<file path="src/rtl/snn_pkg.sv">
// Shared SNN definitions: default datapath sizes used by the post-synaptic
// neuron and the STDP learning block, plus the neuron state encoding.
package snn_pkg;

  localparam int unsigned SNN_NUM_PRE = 5;   // presynaptic inputs
  localparam int unsigned SNN_W_WIDTH = 8;   // unsigned synaptic weight width
  localparam int unsigned SNN_V_WIDTH = 10;  // unsigned membrane potential width

  typedef enum logic {
    INTEG   = 1'b0,
    REFRACT = 1'b1
  } neuron_state_t;

endpackage

</file>
<file path="src/rtl/lif_post_neuron_if.sv">
// Neuron bus: presynaptic spikes, weight write port, threshold (driven by the
// master) and the neuron outputs (driven by the slave).
//   pre_spike   spike vector, one bit per presynaptic input
//   w_wr_en     weight write strobe; w_addr / w_data select and supply it
//   thresh      firing threshold (unsigned)
//   post_spike  one-cycle fire pulse
//   v_mem       membrane potential
//   refractory  high while input is blanked after a spike
//   spike_count fires since reset, wraps at 8 bits
interface lif_post_neuron_if
  import snn_pkg::*;
#(
  parameter int unsigned NUM_PRE = SNN_NUM_PRE,
  parameter int unsigned W_WIDTH = SNN_W_WIDTH,
  parameter int unsigned V_WIDTH = SNN_V_WIDTH
) ();

  logic [NUM_PRE-1:0] pre_spike;
  logic               w_wr_en;
  logic [2:0]         w_addr;
  logic [W_WIDTH-1:0] w_data;
  logic [V_WIDTH-1:0] thresh;
  logic               post_spike;
  logic [V_WIDTH-1:0] v_mem;
  logic               refractory;
  logic [7:0]         spike_count;

  modport master (
    output pre_spike, w_wr_en, w_addr, w_data, thresh,
    input  post_spike, v_mem, refractory, spike_count
  );

  modport slave (
    input  pre_spike, w_wr_en, w_addr, w_data, thresh,
    output post_spike, v_mem, refractory, spike_count
  );

endinterface

</file>
<file path="src/rtl/snn_weight_regfile.sv">
// Synaptic weight storage: NUM_PRE x W_WIDTH registers with a single write
// port and a parallel read of every weight.
//   clk, rst_n  clock, async active-low reset (clears all weights)
//   wr_en       write strobe
//   addr        weight index; indices >= NUM_PRE are ignored
//   wdata       value written
//   weights     all weights, weights[i] is synapse i
module snn_weight_regfile #(
  parameter int unsigned NUM_PRE = 5,
  parameter int unsigned W_WIDTH = 8
) (
  input  logic                            clk,
  input  logic                            rst_n,
  input  logic                            wr_en,
  input  logic [2:0]                      addr,
  input  logic [W_WIDTH-1:0]              wdata,
  output logic [NUM_PRE-1:0][W_WIDTH-1:0] weights
);

  // Per-entry address decode so an out-of-range index matches nothing.
  always_ff @(posedge clk or negedge rst_n) begin
    if (!rst_n) begin
      weights <= '0;
    end else begin
      for (int unsigned i = 0; i < NUM_PRE; i++) begin
        if (wr_en && (addr == 3'(i))) begin
          weights[i] <= wdata;
        end
      end
    end
  end

endmodule

</file>
<file path="src/rtl/lif_post_neuron.sv">
// Leaky integrate-and-fire post-synaptic neuron. Each cycle in INTEG it leaks
// v_mem by v_mem >> LEAK_SHIFT, adds the weights of the active presynaptic
// inputs, saturates, and fires when the result reaches thresh. After a fire it
// blanks its input for REFRACT_CYCLES cycles.
//   clk, rst_n  clock, async active-low reset
//   bus         lif_post_neuron_if slave: spikes, weight write, threshold in;
//               post_spike, v_mem, refractory, spike_count out
module lif_post_neuron
  import snn_pkg::*;
#(
  parameter int unsigned NUM_PRE        = SNN_NUM_PRE,
  parameter int unsigned W_WIDTH        = SNN_W_WIDTH,
  parameter int unsigned V_WIDTH        = SNN_V_WIDTH,
  parameter int unsigned LEAK_SHIFT     = 3,
  parameter int unsigned REFRACT_CYCLES = 4
) (
  input  logic             clk,
  input  logic             rst_n,
  lif_post_neuron_if.slave bus
);

  localparam int unsigned SUM_W = W_WIDTH + 3;
  localparam int unsigned RAW_W = V_WIDTH + 4;
  localparam int unsigned CNT_W = (REFRACT_CYCLES > 0) ? $clog2(REFRACT_CYCLES + 1) : 1;
  localparam logic [V_WIDTH-1:0] V_MAX = '1;

  logic [NUM_PRE-1:0][W_WIDTH-1:0] weights;
  logic [SUM_W-1:0]                sum;
  logic [V_WIDTH-1:0]              leak;
  logic [RAW_W-1:0]                v_raw;
  logic [V_WIDTH-1:0]              v_next;
  logic                            fire;

  neuron_state_t      state;
  logic [CNT_W-1:0]   refr_cnt;
  logic [V_WIDTH-1:0] v_q;
  logic               post_q;
  logic               refr_q;
  logic [7:0]         count_q;

  snn_weight_regfile #(
    .NUM_PRE (NUM_PRE),
    .W_WIDTH (W_WIDTH)
  ) u_wregs (
    .clk     (clk),
    .rst_n   (rst_n),
    .wr_en   (bus.w_wr_en),
    .addr    (bus.w_addr),
    .wdata   (bus.w_data),
    .weights (weights)
  );

  always_comb begin
    sum = '0;
    for (int unsigned i = 0; i < NUM_PRE; i++) begin
      if (bus.pre_spike[i]) begin
        sum = sum + SUM_W'(weights[i]);
      end
    end
  end

  always_comb begin
    leak = '0;
    if (LEAK_SHIFT != 0) begin
      leak = v_q >> LEAK_SHIFT;
    end
  end

  // leak <= v_q, so the subtraction cannot underflow.
  assign v_raw  = RAW_W'(v_q) - RAW_W'(leak) + RAW_W'(sum);
  // Clamp before the compare so thresh = V_MAX is reachable.
  assign v_next = (v_raw > RAW_W'(V_MAX)) ? V_MAX : v_raw[V_WIDTH-1:0];
  assign fire   = (state == INTEG) && (v_next >= bus.thresh);

  always_ff @(posedge clk or negedge rst_n) begin
    if (!rst_n) begin
      state    <= INTEG;
      refr_cnt <= '0;
      v_q      <= '0;
      post_q   <= 1'b0;
      refr_q   <= 1'b0;
      count_q  <= '0;
    end else begin
      case (state)
        INTEG: begin
          if (fire) begin
            post_q  <= 1'b1;
            v_q     <= '0;
            count_q <= count_q + 8'd1;
            if (REFRACT_CYCLES > 0) begin
              refr_cnt <= CNT_W'(REFRACT_CYCLES);
              state    <= REFRACT;
              refr_q   <= 1'b1;
            end
          end else begin
            post_q <= 1'b0;
            v_q    <= v_next;
          end
        end
        REFRACT: begin
          post_q   <= 1'b0;
          v_q      <= '0;
          refr_cnt <= refr_cnt - 1'b1;
          if (refr_cnt == CNT_W'(1)) begin
            state  <= INTEG;
            refr_q <= 1'b0;
          end
        end
        default: begin
          state <= INTEG;
        end
      endcase
    end
  end

  assign bus.post_spike  = post_q;
  assign bus.v_mem       = v_q;
  assign bus.refractory  = refr_q;
  assign bus.spike_count = count_q;

endmodule

</file>
<file path="src/flat_wrapper.sv">
// flat-port wrapper written by rule: the top's interface ports become plain ports
module lif_post_neuron_flat import snn_pkg::*;
#(
  parameter int unsigned NUM_PRE        = SNN_NUM_PRE,
  parameter int unsigned W_WIDTH        = SNN_W_WIDTH,
  parameter int unsigned V_WIDTH        = SNN_V_WIDTH,
  parameter int unsigned LEAK_SHIFT     = 3,
  parameter int unsigned REFRACT_CYCLES = 4
)
  (clk, rst_n, bus_pre_spike, bus_w_wr_en, bus_w_addr, bus_w_data, bus_thresh, bus_post_spike, bus_v_mem, bus_refractory, bus_spike_count);
  lif_post_neuron_if #(.NUM_PRE(NUM_PRE), .W_WIDTH(W_WIDTH), .V_WIDTH(V_WIDTH)) bus_i ();
  input  logic clk;
  input  logic rst_n;
  input wire logic [$bits(bus_i.pre_spike)-1:0] bus_pre_spike;
  input wire logic [$bits(bus_i.w_wr_en)-1:0] bus_w_wr_en;
  input wire logic [$bits(bus_i.w_addr)-1:0] bus_w_addr;
  input wire logic [$bits(bus_i.w_data)-1:0] bus_w_data;
  input wire logic [$bits(bus_i.thresh)-1:0] bus_thresh;
  output wire logic [$bits(bus_i.post_spike)-1:0] bus_post_spike;
  output wire logic [$bits(bus_i.v_mem)-1:0] bus_v_mem;
  output wire logic [$bits(bus_i.refractory)-1:0] bus_refractory;
  output wire logic [$bits(bus_i.spike_count)-1:0] bus_spike_count;
  assign bus_i.pre_spike = bus_pre_spike;
  assign bus_i.w_wr_en = bus_w_wr_en;
  assign bus_i.w_addr = bus_w_addr;
  assign bus_i.w_data = bus_w_data;
  assign bus_i.thresh = bus_thresh;
  assign bus_post_spike = bus_i.post_spike;
  assign bus_v_mem = bus_i.v_mem;
  assign bus_refractory = bus_i.refractory;
  assign bus_spike_count = bus_i.spike_count;
  lif_post_neuron #(.NUM_PRE(NUM_PRE), .W_WIDTH(W_WIDTH), .V_WIDTH(V_WIDTH), .LEAK_SHIFT(LEAK_SHIFT), .REFRACT_CYCLES(REFRACT_CYCLES)) u_core (.clk(clk), .rst_n(rst_n), .bus(bus_i));
endmodule
</file>
<file path="config.mk">
export PLATFORM = sky130hd
export DESIGN_NAME = lif_post_neuron_flat
export DESIGN_NICKNAME = d
export VERILOG_FILES = /design/src/rtl/snn_pkg.sv /design/src/rtl/lif_post_neuron_if.sv /design/src/rtl/snn_weight_regfile.sv /design/src/rtl/lif_post_neuron.sv /design/src/flat_wrapper.sv
export SDC_FILE = /design/constraint.sdc
export NUM_CORES = 1
export LEC_CHECK = 0
export ABC_AREA = 1
export CAP_MARGIN = 20
export CORE_UTILIZATION = 45
export CTS_CLUSTER_SIZE = 30
export DETAILED_ROUTE_END_ITERATION = 16
export DONT_BUFFER_PORTS = 1
export PLACE_DENSITY = 0.69
export SYNTH_ARGS = -nofsm -noshare
export SYNTH_HDL_FRONTEND = slang
export SYNTH_SLANG_ARGS = --single-unit
</file>
<file path="constraint.sdc">
create_clock -name clk -period 18.58 [get_ports clk]
set_input_delay 2.787 -clock clk [delete_from_list [all_inputs] [get_ports clk]]
set_output_delay 2.787 -clock clk [all_outputs]
set_load 0.05 [all_outputs]
</file>
==> impl_metrics.csv, run 1 <==
group,metric,value,unit
run_status,result_of_the_run,"completed",
synthesis,syn-num-nets,903,
floorplan,initial_util,45.9,%
cts,worstSkewPairLatency,350,ps
synthesis,synth_edf_count,0,
route,drt_wl_total,12600,um
floorplan,fp.dieArea,0.0133,sq mm
synthesis,async_reset_ff_share,100,%
critical_path,critPathLaunchType,"input pin",
critical_path,timing.critical_path.mode_cell,"sky130_fd_sc_hd__nand2_1",
cts,clk_transition_reported_paths,60,ps
sta,setup_repair_after_global_routing_missed_its_margin,"no",
cts,cts_tree,"yes",
sta,fin_crit_sh,55.1,%
synthesis,synth.lib_cells_used.distinct,45,
route,detail_route.drc_violations,0,
layout,n_fill_cell,1274,
floorplan,die_x,115,um
floorplan,chipHeight,115,um
cts,clockRootBuffer,"sky130_fd_sc_hd__clkbuf_16",
critical_path,slowest_delay,430,ps
cts,cts_inserted_buffers,9,
grt,antenna_found_initial,0,
layout,syn_to_final_growth,8.06,%
critical_path,endpoint_kind,"register",
cts,cts-htree-levels,3,
synthesis,avgSynthCellArea,7.17,sq um
cts,cts_buffer_depth,2,
grt,grt_max_degree,65,
cts,clock-sinks,64,
critical_path,critical_path.slowest_cell,"sky130_fd_sc_hd__fa_1",
synthesis,yosys-top-cells-area,"sky130_fd_sc_hd__dfrtp_1 (28%), sky130_fd_sc_hd__nand2_1 (14%), sky130_fd_sc_hd__ha_1 (14%), sky130_fd_sc_hd__inv_1 (7.9%), sky130_fd_sc_hd__nand3_1 (5.0%)",
layout,proportion_of_layout_cells_with_a_drive_suffix_above_1,6.92,%
route,drtIter0Drc,318,
cts,post_cts_resize_count,0,
grt,grt_pass1_wl,21900,um
layout,insertedDiodeCount,0,
floorplan,boundary_pins,49,
sta,finalWorstPathRequiredPeriod,10250,ps
synthesis,synth.top_cells.by_count,"sky130_fd_sc_hd__nand2_1 (216), sky130_fd_sc_hd__inv_1 (121), sky130_fd_sc_hd__dfrtp_1 (64)",
grt,grt.overflow.total,0,
placement,dp_hpwl,10100,um
grt,grt.total_usage,21.3,%
sta,setup_viol_count_final,0,
sta,hold_violations,0,
sta,max_freq,97.6,MHz
synthesis,synth_top_area_cell,"sky130_fd_sc_hd__dfrtp_1",
floorplan,row_count,41,
synthesis,postSynth.topFlopCell,"sky130_fd_sc_hd__dfrtp_1",
critical_path,critPathArrivalTime,10480,ps
critical_path,crit_fanout,11,
placement,finalWeightedCongestion,0.882,
layout,final_net_count,902,
route,drt.antenna.violating_nets,0,
route,drt_first_pass_iters,5,
route,via_per_inst,5.08,
synthesis,synth.ff_latch_count,64,
cts,cts_setup_buffers,0,
synthesis,synthMostInstantiatedCell,"sky130_fd_sc_hd__nand2_1",
sta,slew_violations,0,
floorplan,fp.coreArea,0.0126,sq mm
sta,worst-slew-pin-transition,812,ps
sta,final.setup.tns,0,ps
synthesis,netlist_instances,805,
synthesis,yosys.area.top_type_share,27.7,%
route,routed_wire_length_per_instance,12.8,um
job,timing.max_cap.violations,0,
sta,relSlewSlack,45.7,%
critical_path,cp.required,18820,ps
placement,io_buffers,0,
synthesis,synth.yosys.seq_area_share,27.7,%
synthesis,synth_area,0.00577,sq mm
synthesis,ys_warn_count,0,
critical_path,setup.worst_path.class,"in2reg",
route,route.vias.total,4981,
grt,vias_in_the_first_global_route,4667,
hold_path,hold_path.class,"reg2reg",
sta,finClkSkew,8.95,ps
cts,cts_hold_buf,0,
final timing paths:
check,startpoint,end,slack (ps),cells past startpoint
max,bus_pre_spike[0],u_core.bus.spike_count[6],8330,48
min,u_core.u_wregs.weights[7],u_core.u_wregs.weights[7],490,2
max reg2reg,u_core.u_wregs.weights[0],u_core.bus.spike_count[6],10350,48
min reg2reg,u_core.u_wregs.weights[7],u_core.u_wregs.weights[7],490,2
max in group asynchronous,rst_n,u_core.u_wregs.weights[38],16280,0
min in group asynchronous,rst_n,u_core.bus.v_mem[9],2130,0
cell type report:
type / count / area, sq um / area share, %
inverter: 127 / 477 / 7.64
multi-input combinational: 602 / 3640 / 58.3
sequential: 64 / 1600 / 25.7
clock inverter: 6 / 68.8 / 1.10
tap: 172 / 215 / 3.45
clock buffer: 10 / 239 / 3.83
cell families after synthesis:
group	synth area share, %
AOI/OAI and AO/OA	13.3
xor gates and xnor gates	5.44
adders and majority gates	15.7
buffers and inverters	9.26
DFF	27.7
and+or+nand+nor	28.5
sequential cells by signal, summed over array words and instances, names as in the netlist:
register                flops
u_core.state                1
u_core.bus.spike_count      8
u_core.u_wregs.weights     40
u_core.bus.v_mem           10
u_core.bus.post_spike       1
u_core.bus.refractory       1
u_core.refr_cnt             3
cells in the final DEF, fill, tap and decap left out, drive strengths merged:
cell type and count:
bufinv 1, o21bai 7, o311ai 1, o21ai 69, inv 126, clkinvlp 4, a21boi 2, and2 6
o31ai 1, nand4 7, xor2 24, a31oi 5, clkbuf 10, nand3b 2, a21oi 42, o2111ai 1
fa 6, nor3 8, o211ai 4, clkinv 2, nand3 68, xnor2 11, a211oi 1, o21a 1
nand2 227, o221ai 1, nor2 36, o22ai 1, dfrtp 64, or2 4, ha 63, a21o 2
nor4 2
layer usage:
layer / global-route usage (%) / up-vias / wire, um
met5: 0 / - / 0
met4: 6.49 / 0 / 181
met3: 5.54 / 17 / 589
met2: 31.7 / 85 / 5230
met1: 30.3 / 2262 / 6570
li1: - / 2617 / -
per-stage QoR:
stage               area (sq um)  util, %  hold slack [ps]  std cells  setup WS, ps
floorplan                   5770        -              453        805          8880
detailed placement          5930     47.2              474        965          8120
global placement            5930     47.2              471        965          8100
CTS                         6240     49.6              490        981          8440
finish                      6240     49.6              490        981          8330
global route                6240     49.6              522        981          7390
worst max-delay path: cells and delay by family:
family          cells  cell delay (ps)
xor+xnor            4              650
simple gates       27             3240
fa+ha+maj           7             2370
compound gates      8             1220
buf+inv             2              180
Power of run 1 is not shown: default switching activity piles up to over one toggle a cycle in this logic, so the estimate is an artifact.
==> run 2: changes to the inputs <==
Settings changed: PLACE_DENSITY 0.69 to 0.71.
Clock period 18.58 ns to 8.7 ns, I/O delays scaled along.
==> impl_metrics.csv, run 2 (synthesized netlist as in run 1, its figures left out) <==
group,metric,value,unit
floorplan,fp.dieArea,0.0133,sq mm
sta,finClkSkew,6.43,ps
layout,most-common-layout-cells,"sky130_fd_sc_hd__nand2_1 (213), sky130_fd_sc_hd__inv_1 (118), sky130_fd_sc_hd__dfrtp_1 (64)",
sta,finalWorstPathRequiredPeriod,8090,ps
layout,largest_reg_flops,40,
critical_path,timing.critical_path.mode_cell,"sky130_fd_sc_hd__nand2_1",
cts,cts_tree,"yes",
grt,grt.total_usage,21.6,%
sta,final.setup.tns,0,ps
layout,proportion_of_layout_cells_with_a_drive_suffix_above_1,12.6,%
floorplan,fp.coreArea,0.0126,sq mm
floorplan,chipHeight,115,um
critical_path,crit_fanout,11,
cts,cts_hold_buf,0,
route,route.vias.total,5050,
cts,cts_buffer_depth,2,
run_status,result_of_the_run,"completed",
critical_path,critPathLaunchType,"input pin",
route,drt.antenna.violating_nets,0,
sta,relSlewSlack,59.1,%
route,routed_wire_length_per_instance,13.3,um
placement,dpl-instance-area,0.00594,sq mm
cts,clockRootBuffer,"sky130_fd_sc_hd__clkbuf_16",
route,drt_first_pass_iters,4,
critical_path,critPathBufInv,4,
sta,setup_viol_count_final,0,
floorplan,boundary_pins,49,
placement,dp_hpwl,10200,um
grt,grt.overflow.total,0,
cts,cts-htree-levels,3,
critical_path,cp.required,8970,ps
critical_path,endpoint_kind,"register",
sta,fin_crit_sh,93.0,%
grt,grt_pass1_wl,22300,um
grt,grt_util_met3,5.27,%
sta,worst-slew-pin-transition,605,ps
job,timing.max_cap.violations,0,
critical_path,slowest_delay,400,ps
layout,syn_to_final_growth,13.4,%
route,via_per_inst,5.10,
critical_path,critical_path.slowest_cell,"sky130_fd_sc_hd__fa_2",
floorplan,die_x,115,um
layout,final_core_util,52.1,%
route,drtIter0Drc,264,
sta,max_freq,124,MHz
layout,layout.cells.most_common,"sky130_fd_sc_hd__nand2_1",
critical_path,critPathArrivalTime,8360,ps
critical_path,setup.worst_path.class,"in2reg",
floorplan,row_count,41,
grt,grt.met1_usage,30.1,%
route,drt_wl_total,13200,um
critical_path,kind_of_cell_with_the_highest_combined_delay_on_the_critical_path,"simple AND/OR/NAND/NOR gates",
layout,final_net_count,912,
sta,setup_slack,606,ps
grt,grt_max_degree,65,
floorplan,initial_util,45.9,%
layout,finish.instance_area,0.00655,sq mm
layout,insertedDiodeCount,0,
placement,finalWeightedCongestion,0.856,
grt,grt_use_met2,32.9,%
layout,regMostFlops,"u_core.u_wregs.weights",
cts,clk_transition_reported_paths,50,ps
grt,highest_utilization_routing_layer_at_the_global_route_stage,"met2",
grt,vias_in_the_first_global_route,4827,
sta,slew_violations,0,
cts,cts_inserted_buffers,9,
cts,clock-sinks,64,
hold_path,hold_path.class,"reg2reg",
cts,worstSkewPairLatency,350,ps
placement,io_buffers,0,
placement,place_worst_setup_slack,-145,ps
grt,antenna_found_initial,0,
sta,hold_violations,0,
route,detail_route.drc_violations,0,
## run 2: cell count changes in the layout (fill, tap and decap cells not counted), sizes merged
cell / change
buf: +9
clkinvlp: -3
bufinv: +2
clkbuf: +1
nor2: +1
## run 2: what timing repair did
item	in CTS	in global routing
setup endpoints to repair	0	24
resized for setup	0	46
endpoints found under the hold margin	0	0
buffers inserted	0	7
## run 2: final timing paths
path / startpoint / end / slack (ps) / depth (start not counted)
worst max-delay path: bus_pre_spike[0] / u_core.bus.spike_count[3] / 610 / 49
worst min-delay path: u_core.u_wregs.weights[4] / u_core.u_wregs.weights[4] / 490 / 2
worst max register to register: u_core.u_wregs.weights[0] / u_core.bus.spike_count[3] / 1160 / 49
worst min register to register: u_core.u_wregs.weights[4] / u_core.u_wregs.weights[4] / 490 / 2
max in group asynchronous: rst_n / u_core.u_wregs.weights[20] / 7920 / 0
min in group asynchronous: rst_n / u_core.bus.v_mem[7] / 650 / 0
## run 2: worst min-delay path: cells and delay by family (launching register included)
kind             cells  cell delay (ps)
flip-flops           1              340
AO/OA/AOI/OAI        1               60
AND/OR/NAND/NOR      1               50
## run 2: final cells by class
| class | instances | area (sq um) |
|---|---|---|
| Clock buffer | 11 | 253 |
| Clock inverter | 5 | 103 |
| Fill cell | 1215 | 6020 |
| Inverter | 127 | 477 |
| Multi-Input combinational cell | 603 | 3820 |
| Sequential cell | 64 | 1600 |
| Tap cell | 172 | 215 |
| Timing Repair Buffer | 9 | 71.3 |
## run 2: metrics by stage
| stage | std cells | hold WS (ps) |
|---|---|---|
| floorplan | 805 | 453 |
| global placement | 967 | 467 |
| detailed placement | 967 | 474 |
| CTS | 983 | 488 |
| global route | 991 | 517 |
| finish | 991 | 486 |
## run 2: metal layers
layer | routed length (um) | share of wire (%) | up-vias
met5 | 0 | 0 | -
li1 | - | - | 2651
met1 | 6780 | 51 | 2294
met4 | 225 | 1.7 | 0
met2 | 5610 | 42 | 88
met3 | 595 | 4.5 | 17
Power of run 2 is left out for the same reason.
==> run 3: changes to the inputs <==
Settings changed: CORE_UTILIZATION 45 to 25, PLACE_DENSITY 0.71 to 0.49.
==> impl_metrics.csv, run 3 (synthesized netlist as in run 1, its figures left out) <==
group,metric,value,unit
floorplan,die_x,154,um
layout,final_net_count,912,
layout,layout.cells.most_common,"sky130_fd_sc_hd__nand2_1",
critical_path,critPathLaunchType,"input pin",
job,timing.max_cap.violations,0,
layout,insertedDiodeCount,0,
placement,place_worst_setup_slack,-41.3,ps
cts,cts_buffer_depth,2,
cts,clockRootBuffer,"sky130_fd_sc_hd__clkbuf_16",
critical_path,crit_fanout,11,
sta,worst-slew-pin-transition,609,ps
route,detail_route.drc_violations,0,
route,drt_wl_total,14500,um
grt,grt.total_usage,12.7,%
floorplan,fp.coreArea,0.0226,sq mm
floorplan,boundary_pins,49,
sta,finalWorstPathRequiredPeriod,8200,ps
grt,antenna_found_initial,0,
sta,setup_viol_count_final,0,
run_status,result_of_the_run,"completed",
cts,clock-sinks,64,
floorplan,initial_util,25.5,%
sta,hold_ws,490,ps
grt,grt_pass1_wl,23900,um
sta,fin_crit_sh,94.3,%
route,drt.antenna.violating_nets,0,
route,via_per_inst,4.49,
sta,hold_violations,0,
floorplan,chipHeight,154,um
hold_path,hold_path.class,"reg2reg",
critical_path,critPathArrivalTime,8460,ps
critical_path,timing.critical_path.mode_cell,"sky130_fd_sc_hd__nand2_1",
cts,worstSkewPairLatency,340,ps
placement,dp_hpwl,11500,um
layout,regMostFlops,"u_core.u_wregs.weights",
cts,cts_inserted_buffers,9,
critical_path,critical_path.slowest_cell,"sky130_fd_sc_hd__fa_2",
layout,largest_reg_flops,40,
cts,cts-htree-levels,3,
grt,grt_max_degree,65,
sta,slew_violations,0,
placement,finalWeightedCongestion,0.832,
placement,io_buffers,0,
grt,grt.overflow.total,0,
layout,proportion_of_layout_cells_with_a_drive_suffix_above_1,10.9,%
route,drt_first_pass_iters,5,
sta,relSlewSlack,59.3,%
sta,final.setup.tns,0,ps
sta,max_freq,122,MHz
route,routed_wire_length_per_instance,13.2,um
sta,setup_slack,498,ps
critical_path,slowest_delay,390,ps
critical_path,setup.worst_path.class,"in2reg",
layout,final_core_util,29.2,%
route,drtIter0Drc,182,
floorplan,fp.dieArea,0.0237,sq mm
floorplan,row_count,55,
route,route.vias.total,4962,
critical_path,endpoint_kind,"register",
cts,cts_tree,"yes",
layout,most-common-layout-cells,"sky130_fd_sc_hd__nand2_1 (215), sky130_fd_sc_hd__inv_1 (120), sky130_fd_sc_hd__dfrtp_1 (64), sky130_fd_sc_hd__nand3_1 (57), sky130_fd_sc_hd__ha_1 (55)",
critical_path,cp.required,8960,ps
sta,finClkSkew,15.3,ps
cts,cts_hold_buf,0,
grt,vias_in_the_first_global_route,4796,
cts,clk_transition_reported_paths,50,ps
layout,syn_to_final_growth,14.5,%
==> run 3: changes by cell type in the layout (fill, tap and decap cells not counted), moves of 2 or more <==
cell,previous run,this run
sky130_fd_sc_hd__bufinv_16,3,1
sky130_fd_sc_hd__clkbuf_1,0,2
sky130_fd_sc_hd__inv_1,118,120
sky130_fd_sc_hd__inv_2,8,6
sky130_fd_sc_hd__nand2_1,213,215
sky130_fd_sc_hd__nand2_2,12,10
sky130_fd_sc_hd__nand3_1,55,57
sky130_fd_sc_hd__nand3_2,13,11
sky130_fd_sc_hd__nor2_1,29,32
sky130_fd_sc_hd__nor2_2,4,2
sky130_fd_sc_hd__o21ai_2,2,4
==> run 3: repair_timing <==
item / 4_1_cts / 5_1_grt
resized for setup: 0 / 32
setup buffers: 0 / 3
setup endpoints to repair: 0 / 24
==> run 3: routing by layer <==
layer	vias up	track usage [%]	wire length, um
li1	2637	-	-
met1	2254	17.6	7570
met2	60	20.1	6360
met3	11	2.17	437
met4	0	4.00	173
met5	-	0	0
==> run 3: through the flow <==
step / cells / cell area (sq um)
after floorplan: 805 / 5770
after global placement: 1083 / 6110
after detailed placement: 1083 / 6110
after CTS: 1099 / 6410
after global routing: 1104 / 6610
final: 1104 / 6610
==> run 3: area by class of cell <==
type	count	area, sq um
well taps	285	357
clock inverters	3	40.0
repair buffers	8	60.1
clock buffers	13	260
fillers	2448	16000
multi-input cells	604	3810
flip-flops and latches	64	1600
inverters	127	477
==> run 3: worst paths after layout <==
kind	cells after the start	slack, ps	startpoint	to
max in group asynchronous	0	7920	rst_n	u_core.bus.post_spike
worst min register to register	2	490	u_core.u_wregs.weights[4]	u_core.u_wregs.weights[4]
worst max register to register	50	1060	u_core.u_wregs.weights[0]	u_core.bus.spike_count[3]
min in group asynchronous	0	650	rst_n	u_core.u_wregs.weights[37]
worst max-delay path	50	500	bus_pre_spike[0]	u_core.bus.spike_count[3]
worst min-delay path	2	490	u_core.u_wregs.weights[4]	u_core.u_wregs.weights[4]
==> run 3: worst max-delay path, delay by kind of cell <==
family | cells | cell delay, ps
compound gates | 7 | 930
xor+xnor | 5 | 950
fa+ha+maj | 7 | 2000
buf+inv | 8 | 780
simple gates | 23 | 2440
Power of run 3 is left out for the same reason.
